==> config.mk <==
export PLATFORM = sky130hd
export DESIGN_NAME = multicycle_ctrl
export DESIGN_NICKNAME = d
export VERILOG_FILES = /design/src/rtl/multicycle_ctrl_pkg.sv /design/src/rtl/multicycle_ctrl_decode.sv /design/src/rtl/multicycle_ctrl.sv
export SDC_FILE = /design/constraint.sdc
export NUM_CORES = 1
export LEC_CHECK = 0
export CORE_MARGIN = 8
export CORE_UTILIZATION = 45
export CTS_BUF_LIST = sky130_fd_sc_hd__clkbuf_4
export CTS_CLUSTER_SIZE = 30
export DETAILED_ROUTE_END_ITERATION = 12
export PLACE_DENSITY = 0.88
export SLEW_MARGIN = 20
export SYNTH_ARGS = -nofsm -noshare
export SYNTH_HDL_FRONTEND = slang
export SYNTH_SLANG_ARGS = --single-unit
==> constraint.sdc <==
create_clock -name clk_i -period 3.1 [get_ports clk_i]
set_input_delay 0.465 -clock clk_i [delete_from_list [all_inputs] [get_ports clk_i]]
set_output_delay 0.465 -clock clk_i [all_outputs]
set_load 0.02 [all_outputs]
==> src/rtl/multicycle_ctrl_pkg.sv <==
// Shared opcodes, state encodings, select codes and the control-word layout for multicycle_ctrl.
package multicycle_ctrl_pkg;

  localparam logic [5:0] OP_RTYPE = 6'b000000;
  localparam logic [5:0] OP_J     = 6'b000010;
  localparam logic [5:0] OP_BEQ   = 6'b000100;
  localparam logic [5:0] OP_ADDI  = 6'b001000;
  localparam logic [5:0] OP_LW    = 6'b100011;
  localparam logic [5:0] OP_SW    = 6'b101011;

  typedef enum logic [3:0] {
    S_FETCH  = 4'd0,
    S_DECODE = 4'd1,
    S_MEMADR = 4'd2,
    S_MEMRD  = 4'd3,
    S_MEMWB  = 4'd4,
    S_MEMWR  = 4'd5,
    S_EXEC   = 4'd6,
    S_ALUWB  = 4'd7,
    S_BRANCH = 4'd8,
    S_JUMP   = 4'd9,
    S_ADDIEX = 4'd10,
    S_ADDIWB = 4'd11
  } state_t;

  localparam logic [1:0] ALUOP_ADD   = 2'b00;
  localparam logic [1:0] ALUOP_SUB   = 2'b01;
  localparam logic [1:0] ALUOP_FUNCT = 2'b10;

  localparam logic [1:0] PCSRC_ALU    = 2'b00;
  localparam logic [1:0] PCSRC_ALUOUT = 2'b01;
  localparam logic [1:0] PCSRC_JUMP   = 2'b10;

  localparam logic [1:0] SRCB_REG    = 2'b00;
  localparam logic [1:0] SRCB_FOUR   = 2'b01;
  localparam logic [1:0] SRCB_IMM    = 2'b10;
  localparam logic [1:0] SRCB_BRANCH = 2'b11;

  typedef struct packed {
    logic       mem_read;
    logic       mem_write;
    logic       iord;
    logic       ir_write;
    logic       pc_write;
    logic       pc_write_cond;
    logic       reg_write;
    logic       mem_to_reg;
    logic       reg_dst;
    logic       alu_src_a;
    logic [1:0] alu_src_b;
    logic [1:0] alu_op;
    logic [1:0] pc_source;
  } ctrl_t;

endpackage

==> src/rtl/multicycle_ctrl_decode.sv <==
// Combinational state-to-control mapping; only FETCH looks at mem_ready to gate IR/PC load.
// Optional ADDI states are decoded when MULTICYCLE_ADDI_EN is defined.
module multicycle_ctrl_decode
  import multicycle_ctrl_pkg::*;
(
  input  state_t state,
  input  logic   mem_ready,
  output ctrl_t  ctrl
);

  always_comb begin
    ctrl = '0;
    case (state)
      S_FETCH: begin
        ctrl.mem_read  = 1'b1;
        ctrl.alu_src_b = SRCB_FOUR;
        ctrl.alu_op    = ALUOP_ADD;
        ctrl.pc_source = PCSRC_ALU;
        ctrl.ir_write  = mem_ready;
        ctrl.pc_write  = mem_ready;
      end
      S_DECODE: begin
        ctrl.alu_src_b = SRCB_BRANCH;
        ctrl.alu_op    = ALUOP_ADD;
      end
      S_MEMADR: begin
        ctrl.alu_src_a = 1'b1;
        ctrl.alu_src_b = SRCB_IMM;
        ctrl.alu_op    = ALUOP_ADD;
      end
      S_MEMRD: begin
        ctrl.mem_read = 1'b1;
        ctrl.iord     = 1'b1;
      end
      S_MEMWB: begin
        ctrl.reg_write  = 1'b1;
        ctrl.mem_to_reg = 1'b1;
      end
      S_MEMWR: begin
        ctrl.mem_write = 1'b1;
        ctrl.iord      = 1'b1;
      end
      S_EXEC: begin
        ctrl.alu_src_a = 1'b1;
        ctrl.alu_src_b = SRCB_REG;
        ctrl.alu_op    = ALUOP_FUNCT;
      end
      S_ALUWB: begin
        ctrl.reg_write = 1'b1;
        ctrl.reg_dst   = 1'b1;
      end
      S_BRANCH: begin
        ctrl.alu_src_a     = 1'b1;
        ctrl.alu_src_b     = SRCB_REG;
        ctrl.alu_op        = ALUOP_SUB;
        ctrl.pc_write_cond = 1'b1;
        ctrl.pc_source     = PCSRC_ALUOUT;
      end
      S_JUMP: begin
        ctrl.pc_write  = 1'b1;
        ctrl.pc_source = PCSRC_JUMP;
      end
`ifdef MULTICYCLE_ADDI_EN
      S_ADDIEX: begin
        ctrl.alu_src_a = 1'b1;
        ctrl.alu_src_b = SRCB_IMM;
        ctrl.alu_op    = ALUOP_ADD;
      end
      S_ADDIWB: begin
        ctrl.reg_write = 1'b1;
      end
`endif
      default: ctrl = '0;
    endcase
  end

endmodule

==> src/rtl/multicycle_ctrl.sv <==
// Moore control FSM for a multicycle MIPS datapath; outputs follow state in the same cycle and the
// FSM stalls in FETCH/MEMRD/MEMWR until mem_ready_i. MULTICYCLE_ADDI_EN adds the addi path.
module multicycle_ctrl
  import multicycle_ctrl_pkg::*;
(
  input  logic       clk_i,
  input  logic       rst_i,
  input  logic [5:0] Op_i,
  input  logic       mem_ready_i,
  output logic       PCWrite_o,
  output logic       PCWriteCond_o,
  output logic       IorD_o,
  output logic       MemRead_o,
  output logic       MemWrite_o,
  output logic       IRWrite_o,
  output logic       MemtoReg_o,
  output logic       RegWrite_o,
  output logic       RegDst_o,
  output logic       ALUSrcA_o,
  output logic [1:0] ALUSrcB_o,
  output logic [1:0] ALUOp_o,
  output logic [1:0] PCSource_o,
  output logic [3:0] state_o,
  output logic       illegal_o
);

  state_t     state_q, state_d;
  logic [5:0] op_q, op_d;
  logic       illegal_q, illegal_d;
  ctrl_t      ctrl;

  always_ff @(posedge clk_i) begin
    if (rst_i) begin
      state_q   <= S_FETCH;
      op_q      <= '0;
      illegal_q <= 1'b0;
    end else begin
      state_q   <= state_d;
      op_q      <= op_d;
      illegal_q <= illegal_d;
    end
  end

  always_comb begin
    state_d   = S_FETCH;
    op_d      = op_q;
    illegal_d = 1'b0;
    case (state_q)
      S_FETCH:  state_d = mem_ready_i ? S_DECODE : S_FETCH;
      S_DECODE: begin
        op_d = Op_i;
        case (Op_i)
          OP_LW, OP_SW: state_d = S_MEMADR;
          OP_RTYPE:     state_d = S_EXEC;
          OP_BEQ:       state_d = S_BRANCH;
          OP_J:         state_d = S_JUMP;
`ifdef MULTICYCLE_ADDI_EN
          OP_ADDI:      state_d = S_ADDIEX;
`else
          OP_ADDI:      illegal_d = 1'b1;
`endif
          default:      illegal_d = 1'b1;
        endcase
      end
      // Only lw and sw reach MEMADR, so the held opcode just picks read vs write.
      S_MEMADR: state_d = (op_q == OP_SW) ? S_MEMWR : S_MEMRD;
      S_MEMRD:  state_d = mem_ready_i ? S_MEMWB : S_MEMRD;
      S_MEMWB:  state_d = S_FETCH;
      S_MEMWR:  state_d = mem_ready_i ? S_FETCH : S_MEMWR;
      S_EXEC:   state_d = S_ALUWB;
      S_ALUWB:  state_d = S_FETCH;
      S_BRANCH: state_d = S_FETCH;
      S_JUMP:   state_d = S_FETCH;
`ifdef MULTICYCLE_ADDI_EN
      S_ADDIEX: state_d = S_ADDIWB;
      S_ADDIWB: state_d = S_FETCH;
`endif
      default:  illegal_d = 1'b1;
    endcase
  end

  multicycle_ctrl_decode u_decode (
    .state     (state_q),
    .mem_ready (mem_ready_i),
    .ctrl      (ctrl)
  );

  assign PCWrite_o     = ctrl.pc_write;
  assign PCWriteCond_o = ctrl.pc_write_cond;
  assign IorD_o        = ctrl.iord;
  assign MemRead_o     = ctrl.mem_read;
  assign MemWrite_o    = ctrl.mem_write;
  assign IRWrite_o     = ctrl.ir_write;
  assign MemtoReg_o    = ctrl.mem_to_reg;
  assign RegWrite_o    = ctrl.reg_write;
  assign RegDst_o      = ctrl.reg_dst;
  assign ALUSrcA_o     = ctrl.alu_src_a;
  assign ALUSrcB_o     = ctrl.alu_src_b;
  assign ALUOp_o       = ctrl.alu_op;
  assign PCSource_o    = ctrl.pc_source;
  assign state_o       = state_q;
  assign illegal_o     = illegal_q;

endmodule

==> results of run 1 <==
-- cell families (layout without fill, tap and decap cells) --
logic type / Yosys count / count (layout) / synth area share
AOI/OAI and AO/OA: 20 / 20 / 0.1682
xor gates and xnor gates: 2 / 2 / 0.02617
buffers and inverters: 8 / 34 / 0.05232
DFF: 11 / 11 / 0.3290
muxes: 1 / 1 / 0.01682
and+or+nand+nor: 50 / 50 / 0.4075
-- report_power, final --
part	total, W	switching (W)	internal, W	leakage [nW]
logic	0.0000600	0.0000308	0.0000292	0.223
registers	0.000152	0.00000546	0.000147	0.0897
clock network	0.000104	0.0000456	0.0000585	0.0184
total	0.000316	0.0000818	0.000234	0.332
-- critical path: stages, from the launching register on --
cell and delay (ns):
dfxtp_1 0.64, nand2b_1 0.29, nand2_1 0.15, nor3_1 0.16, clkdlybuf4s50_1 0.63
-- how the worst max path moves through the flow --
| stage | from | endpoint | slack [ns] |
|---|---|---|---|
| after floorplan | state_o[3] | PCSource_o[0] | 0.98 |
| after global placement | mem_ready_i | PCWrite_o | 0.78 |
| after global routing | state_o[1] | MemRead_o | 0.38 |
| after detailed placement | mem_ready_i | PCWrite_o | 0.75 |
| after CTS | state_o[1] | MemRead_o | 0.50 |
| final | state_o[1] | MemRead_o | 0.50 |
-- state kept, by name, summed over array words and instances, names as in the netlist --
signal,flops
op_q,6
state_o,4
illegal_o,1
-- cell usage after synthesis (2+ instances only) --
cell type / number
clkbuf_1: 4
a21oi_1: 10
nor2_1: 8
nand3b_1: 2
dfxtp_1: 11
nor3b_1: 2
nand2_1: 16
nand2b_1: 4
nor3_1: 8
o21ai_0: 4
-- layout make-up --
class | instances | area share
timing repair buffer | 29 | 0.2967
inverter | 1 | 0.003836
multi-input combinational | 73 | 0.4233
sequential | 11 | 0.2251
clock buffer | 4 | 0.03069
tap | 16 | 0.02046
-- metal layers --
metal / wire length (µm) / up-vias
met4: 27 / 0
met3: 208 / 2
met1: 735 / 334
met2: 824 / 33
li1: - / 371
met5: 0 / -
-- per-stage QoR --
step | util | worst slack [ns]
2_1_floorplan | - | 0.9811
3_3_place_gp | 0.6523 | 0.7812
3_5_place_dp | 0.6523 | 0.7538
4_1_cts | 0.6730 | 0.5039
5_1_grt | 0.6730 | 0.3837
6_report | 0.6730 | 0.5028
-- cell usage in the layout (no fill, tap or decap), types with 2 or more instances in the layout --
cell	instances
clkbuf_4	4
clkdlybuf4s50_1	29
nand2_1	16
nor2_1	8
nand3b_1	2
dfxtp_1	11
nor3b_1	2
nand2b_1	4
o21ai_0	4
nor3_1	8
a21oi_1	10
==> results.py, run 1 <==
metrics = {
    "routing": {
        "detailedRoute.firstIterationViolations": 16,
        "via_per_inst": 5.522,
        "drtPass1Iterations": 4,
        "vias": 740,
        "antenna_left": 0,
        "routedWlPerCell_um": 13.40,
        "drcViolationCount": 0,
        "routed_wl_um": 1795,
    },
    "die": {
        "core_area_um2": 1454,
        "die_w_um": 54.57,
        "chipHeight_um": 54.57,
        "fp-row-count": 14,
        "io-pin-count": 30,
        "fp.dieArea_um2": 2978,
        "initial_cell_density_of_the_core": 0.4604,
    },
    "clock_network": {
        "cts_htree_levels": 1,
        "cts_num_sinks": 11,
        "cts.hold.buffers_added": 0,
        "cts.repair_timing.setup_buffer_count": 0,
        "clock_tree.root_cell": "clkbuf_4",
        "cts_buffers": 3,
        "ctsLongestPathBuffers": 2,
        "clk_pin_slew_ns": 0.07,
        "clock_tree_from_tritoncts": "built",
        "clock_latency_on_the_worst_skew_pair_ns": 0.26,
        "cts.repair.resized": 0,
    },
    "critical_path": {
        "setup.reg_to_reg.worst_slack_ns": 1.31,
        "crit_required_ns": 2.63,
        "worst_setup_path_start_kind": "flop",
        "timing.critical_path.fanout_max": 17,
        "worst_r2r_startpoint": "state_o[0]",
        "crit_type": "flop to output pin",
        "worst_setup_path_end_kind": "output pin",
        "worst-r2r-cell-count": 4,
        "r2r_end": "state_o[2]",
        "critPathArrivalTime_ns": 2.13,
    },
    "sta": {
        "tightestPinTransition_ns": 0.5063,
        "setup-violations-final": 0,
        "final_min_period_over_clock_period": 0.8378,
        "fin_hold_ws_ns": 0.4597,
        "fin_skew_ns": 0.0005367,
        "final_setup_tns_ns": 0,
        "max_slew_vio_count": 0,
        "fmax_mhz": 385.0,
        "post-route-min-period_ns": 2.597,
        "max_slew_margin": 0.6620,
        "rsz0062_at_grt": "false",
        "finalHoldViolCount": 0,
    },
    "global_route": {
        "track_usage": 0.1216,
        "grt_max_degree": 18,
        "use_met3": 0.03261,
        "grt_busiest_layer": "met2",
        "overflow": 0,
        "grt_util_met2": 0.2176,
        "antenna_violations_before_repair": 0,
        "use_met1": 0.1273,
        "via_count_of_the_first_global_routing_pass": 648,
        "first_pass_grt_wire_length_um": 2718,
    },
    "power_and_ir_drop": {
        "power.leakage_nw": 0.3315,
        "power.density_cell_area_nw_per_um2": 323.3,
        "vdd_ir_drop_max_mv": 0.2678,
        "totalPowerFinal_w": 0.0003163,
    },
    "cells_and_area": {
        "multi_input_area_um2": 414.1,
        "area_growth_syn_to_layout_pct": 46.17,
        "ff_latch_area_um2": 220.2,
        "final-instance-count-excl-fill": 134,
        "drive_above_1_share": 0.05932,
        "final_design_area_no_fill_um2": 978.4,
        "finalNetCount": 128,
        "ant_diodes": 0,
        "nFillCells": 123,
    },
    "place": {
        "dp.final_hpwl_um": 1428,
        "placed_area_um2": 948.4,
        "placed_cells": 130,
        "place.gp.congestion": 0.8422,
        "io_buffers": 29,
    },
    "synthesis": {
        "count_of_cell_types_in_the_netlist": 33,
        "netlist.top_cell.by_area": "dfxtp_1",
        "yosys_warnings": 0,
        "synth_async_sr_flop_share": 0,
        "synthDominantCellAreaShare": 0.3290,
        "postSynthNetCount": 101,
        "yosys-top-cells-area": "dfxtp_1 33%, nand2_1 9.0%, a21oi_1 7.5%",
        "synth-seq-area-share": 0.3290,
        "synth_cells": 92,
        "synth_flop_cell": "dfxtp_1",
        "number_of_storage_elements_in_the_synthesis_netlist": 11,
        "synth.avg_cell_area_um2": 7.276,
        "cell_area_after_technology_mapping_um2": 669.4,
        "synth_enable_flop_cells": 0,
    },
    "min_path": {
        "holdCritStartpoint": "op_q[3]",
        "endpoint_of_the_worst_hold_timing_path": "op_q[3]",
        "hold_class": "flop to flop",
        "min_delay_path_depth": 2,
    },
    "flow_run": {
        "max_cap_violations": 0,
    },
    "status": {
        "run_status": "finished, final reports clean",
    },
}
Power figures use the tool's default switching activity.
==> run 2: changes to the inputs <==
--- a/config.mk
+++ b/config.mk
@@ -6,11 +6,11 @@
 export NUM_CORES = 1
 export LEC_CHECK = 0
 export CORE_MARGIN = 8
-export CORE_UTILIZATION = 45
+export CORE_UTILIZATION = 42
 export CTS_BUF_LIST = sky130_fd_sc_hd__clkbuf_4
 export CTS_CLUSTER_SIZE = 30
 export DETAILED_ROUTE_END_ITERATION = 12
-export PLACE_DENSITY = 0.88
+export PLACE_DENSITY = 0.83
 export SLEW_MARGIN = 20
 export SYNTH_ARGS = -nofsm -noshare
 export SYNTH_HDL_FRONTEND = slang
==> constraint.sdc (replaced) <==
create_clock -name clk_i -period 2.4 [get_ports clk_i]
set_input_delay 0.36 -clock clk_i [delete_from_list [all_inputs] [get_ports clk_i]]
set_output_delay 0.36 -clock clk_i [all_outputs]
set_load 0.02 [all_outputs]
==> results.py, run 2 (synthesis gave the netlist of run 1 again) <==
metrics = {
    "status": {
        "run_status": "finished, final reports clean",
    },
    "power_and_ir_drop": {
        "seqPwrFrac": 0.488,
        "power.density_cell_area_nw_per_um2": 406.6,
        "net-switching-power_w": 0.0001006,
        "proportion_of_total_power_due_to_net_switching": 0.2493,
        "vdd_ir_drop_max_mv": 0.3345,
        "totalPowerFinal_w": 0.0004034,
        "power.leakage_nw": 0.3423,
        "internal_power_w": 0.0003028,
        "share_comb_of_total_power": 0.192,
        "power_frac_clock": 0.320,
    },
    "cells_and_area": {
        "largest_register_ff_count": 6,
        "layout_commonest_cell": "clkdlybuf4s50_1",
        "final_cell_mix": "28 x clkdlybuf4s50_1, 16 x nand2_1, 10 x a21oi_1",
        "ant_diodes": 0,
        "drive_above_1_share": 0.09244,
        "finalNetCount": 129,
        "area_growth_syn_to_layout_pct": 48.22,
        "largest-register": "op_q",
    },
    "sta": {
        "final_setup_tns_ns": 0,
        "tightestPinTransition_ns": 0.4460,
        "post-route-min-period_ns": 2.224,
        "fin_skew_ns": 0.002669,
        "finalHoldViolCount": 0,
        "fmax_mhz": 449.7,
        "setup-violations-final": 0,
        "max_slew_vio_count": 0,
        "max_slew_margin": 0.7000,
        "final_min_period_over_clock_period": 0.9265,
        "rsz0062_at_grt": "false",
    },
    "die": {
        "fp-row-count": 14,
        "initial_cell_density_of_the_core": 0.4444,
        "die_w_um": 55.92,
        "core_area_um2": 1506,
        "chipHeight_um": 55.92,
        "io-pin-count": 30,
        "fp.dieArea_um2": 3127,
    },
    "routing": {
        "routed_wl_um": 1733,
        "routedWlPerCell_um": 12.84,
        "drcViolationCount": 0,
        "detailedRoute.firstIterationViolations": 12,
        "drtPass1Iterations": 4,
        "antenna_left": 0,
        "via_per_inst": 5.481,
        "vias": 740,
    },
    "critical_path": {
        "critPathArrivalTime_ns": 1.86,
        "cp_slowest_stage_delay_ns": 0.61,
        "setup.reg_to_reg.worst_slack_ns": 0.64,
        "cpMaxStageDelayCell": "clkdlybuf4s50_1",
        "timing.critical_path.fanout_max": 15,
        "worst_setup_path_start_kind": "flop",
        "crit_type": "flop to output pin",
        "crit_required_ns": 2.04,
        "crit_chain": "inv_1 -> nand2_1 -> mux2_2 -> nor2_1 -> clkdlybuf4s50_1",
        "worst_setup_path_end_kind": "output pin",
    },
    "place": {
        "dp.final_hpwl_um": 1419,
        "io_buffers": 29,
        "place.gp.congestion": 0.8342,
    },
    "clock_network": {
        "clock_latency_on_the_worst_skew_pair_ns": 0.26,
        "clock_tree_from_tritoncts": "built",
        "clock_tree.root_cell": "clkbuf_4",
        "cts_num_sinks": 11,
        "clk_pin_slew_ns": 0.06,
        "cts_buffers": 3,
        "ctsLongestPathBuffers": 2,
        "cts_htree_levels": 1,
    },
    "min_path": {
        "hold_class": "flop to flop",
    },
    "global_route": {
        "track_usage": 0.1139,
        "overflow": 0,
        "grt_max_degree": 18,
        "antenna_violations_before_repair": 0,
        "first_pass_grt_wire_length_um": 3091,
        "via_count_of_the_first_global_routing_pass": 689,
    },
    "flow_run": {
        "max_cap_violations": 0,
    },
}
-- run 2: cell types whose count changed in the layout (fill, tap and decap cells not counted) --
cell	previous run	this run
buf_4	0	1
clkdlybuf4s50_1	29	28
dfxtp_1	11	8
dfxtp_2	0	3
dlymetal6s2s_1	0	1
-- run 2: repair_timing --
item	4_1_cts	5_1_grt
hold buffers	0	0
hold endpoints to repair	0	0
endpoints found under the setup margin	1	8
buffers inserted	0	0
gates resized for setup	1	3
-- run 2: area by class of cell --
cell class	instances	area, µm²
well taps	16	20.02
multi-input cells	73	414.1
repair buffers	30	300.3
inverters	1	3.754
clock buffers	4	30.03
fillers	136	514.2
flip-flops and latches	11	224.0
-- run 2: worst paths after layout --
check,start,end,cells after the start
hold reg to reg,op_q[5],op_q[5],2
hold / removal,op_q[5],op_q[5],2
setup / recovery,state_o[2],ALUSrcA_o,5
setup reg to reg,state_o[3],state_o[2],5
-- run 2: metal layers --
metal,track usage,part of all wire,up-vias
li1,-,-,376
met1,0.1393,0.45,318
met2,0.1731,0.43,44
met3,0.04110,0.12,2
met4,0.05155,0.0023,0
met5,0,0,-
-- run 2: critical path: cells and delay by family, from the launching register on --
kind	cells	cell delay, ns
muxes	1	0.28
buffers and inverters	2	0.73
and+or+nand+nor	2	0.19
DFF	1	0.40
-- run 2: metrics by stage --
stage	instances	worst slack (ns)	utilization	cell area [µm²]	hold WS, ns
finish	135	0.1764	0.6586	992.2	0.4538
global route	135	0.009612	0.6586	992.2	0.4799
CTS	135	0.02974	0.6553	987.2	0.4586
detailed placement	131	0.2415	0.6346	955.9	0.4493
global placement	131	0.2860	0.6346	955.9	0.4413
floorplan	92	0.3861	-	669.4	0.4320
-- run 2: power by group through the flow --
| stage | combinational, W | clock, W | sequential (W) |
|---|---|---|---|
| 2_1_floorplan | 0.0000398 | 0 | 0.000200 |
| 3_3_place_gp | 0.0000767 | 0 | 0.000200 |
| 3_5_place_dp | 0.0000777 | 0 | 0.000201 |
| 5_1_grt | 0.0000845 | 0.000147 | 0.000198 |
| 6_report | 0.0000774 | 0.000129 | 0.000197 |
| 4_1_cts | 0.0000778 | 0.000136 | 0.000197 |
==> variant: new RTL, config.mk and constraints of run 2 <==
The option `MULTICYCLE_ADDI_EN` is turned on by a define.
--- a/src/rtl/multicycle_ctrl_decode.sv
+++ b/src/rtl/multicycle_ctrl_decode.sv
@@ -1,5 +1,7 @@
 // Combinational state-to-control mapping; only FETCH looks at mem_ready to gate IR/PC load.
 // Optional ADDI states are decoded when MULTICYCLE_ADDI_EN is defined.
+`define MULTICYCLE_ADDI_EN
+
 module multicycle_ctrl_decode
   import multicycle_ctrl_pkg::*;
 (
Check against the original RTL: not equivalent (Yosys sat finds a counterexample within 4 cycles, from zero or initial values and one cycle with rst_i high).
==> variant against run 2 <==
  * Sequential cell count did not move
  * Power rose by 4.4%
  * Maximum frequency fell by 4.1%
  * Register-to-register slack improved by 0.25 ns
  * Core utilization down 1.7 points
  * Synthesized area grew 18%
  * Sequential share of layout area decreased by 2.6 points
  * Die area grew 12%
  * Worst setup slack worse by 0.095 ns
  * Clock skew grew 0.0010 ns
  * Design area up 13%
  * Routed wire length grew 19%
  * Largest power group unchanged
  * Highest routed layer unchanged
==> variant: results (changes against run 2) <==
{| class="wikitable"
! Metric !! Value
|-
| Final hold slack || 0.457 ns (+0.00317 ns)
|-
| Final worst clock skew || 0.00370 ns (+0.00103 ns)
|-
| Sequential cell area fraction in the yosys report || 28.0% (-4.9 points)
|-
| Hold path start || op_q[3]$_SDFFE_PP0P_
|-
| Worst setup endpoint || MemRead_o
|-
| Asr flop ratio synth || 0% (unchanged)
|-
| Final net count || 145 (+12%)
|-
| Leading post-synthesis cells by instance count || sky130_fd_sc_hd__nand2_1 (17), sky130_fd_sc_hd__a21oi_1 (11), sky130_fd_sc_hd__dfxtp_1 (11)
|-
| Global-route wire length before repair || 3270 um (+5.8%)
|-
| Synth area leaders || sky130_fd_sc_hd__dfxtp_1 (28%), sky130_fd_sc_hd__nand2_1 (8.1%), sky130_fd_sc_hd__a21oi_1 (7.0%)
|-
| Worst Hold Endpoint || op_q[3]$_SDFFE_PP0P_
|-
| Slew at the pin closest to its max-slew limit || 0.466 ns (+0.0199 ns)
|-
| Fraction of layout instances using a drive strength above 1 || 16.3% (+7.1 points)
|-
| Fill cell total of the finished layout || 168 (+24%)
|-
| Synthesized net count || 115 (+14%)
|-
| Depth of the most critical reg-to-reg path || 4 (-1)
|-
| Worst setup path startpoint || state_o[1]$_SDFF_PP0_
|-
| Drt total wl || 2050 um (+19%)
|-
| GPL Wtd Cong || 0.788 (-5.6%)
|-
| Result of the run || complete, no violations
|-
| Count of routing violations after the opening detailed-route iteration || 16 (+4)
|-
| Detailed Place HPWL || 1650 um (+17%)
|-
| Destination of the worst register-to-register timing path || illegal_o$_SDFF_PP0_
|-
| Proportion of total power due to net switching || 26.6% (+1.6 points)
|-
| Final Non-Filler Cells || 160 (+19%)
|-
| R2r setup slk || 0.89 ns (+0.25 ns)
|-
| Clock network power || 0.135 mW (+5%)
|-
| Total CTS buffers || 3 (unchanged)
|-
| Synth Area in Compound Gates || 20.0% (+3.2 points)
|-
| Xor/xnor share of the synthesized area || 3.34% (+0.72 points)
|-
| Cell count after synthesis || 106 (+15%)
|-
| Overall Global Routing Usage || 11.6% (+0.16 points)
|-
| Vias in the first global route || 818 (+19%)
|-
| Critical-path top delay cell || sky130_fd_sc_hd__dfxtp_1
|-
| Share of synthesized area spent on multiplexers || 0% (-1.7 points)
|-
| Root buffer cell || sky130_fd_sc_hd__clkbuf_4
|-
| Total vias in the final route || 849 (+15%)
|-
| Count of different cell masters after synthesis || 36 (+9.1%)
|-
| Start of the worst register-to-register path || state_o[1]$_SDFF_PP0_
|-
| Total leakage power || 0.373 nW (+9.0%)
|}
variant: metrics by stage:
step | instance area (sq um) | setup slack, ns
after floorplan | 787 | 0.383
after global placement | 1090 | 0.218
after detailed placement | 1090 | 0.166
after CTS | 1120 | 0.0229
after global routing | 1120 | 0.00130
final | 1120 | 0.0809
variant: what timing repair did:
item | CTS | global route
endpoints found under the setup margin | 0 | 6
hold endpoints to repair | 0 | 0
resized for setup | 0 | 3
variant: layer usage:
metal	wire length, um	global-route usage [%]	vias to the layer above
met2	943	22.2	34
met4	19	4.44	0
met1	913	11.6	368
li1	-	-	444
met5	0	0	-
met3	177	2.39	3
variant: cell type report:
class,count,share of cell area [%]
multi-input cells,87,45.9
well taps,25,2.79
flip-flops and latches,11,20.0
clock buffers,4,2.68
repair buffers,33,28.6
variant: critical path: cells and delay by family (launching register included):
kind / cells / cell delay [ns]
buffers and inverters: 1 / 0.60
and+or+nand+nor: 2 / 0.48
DFF: 1 / 0.61
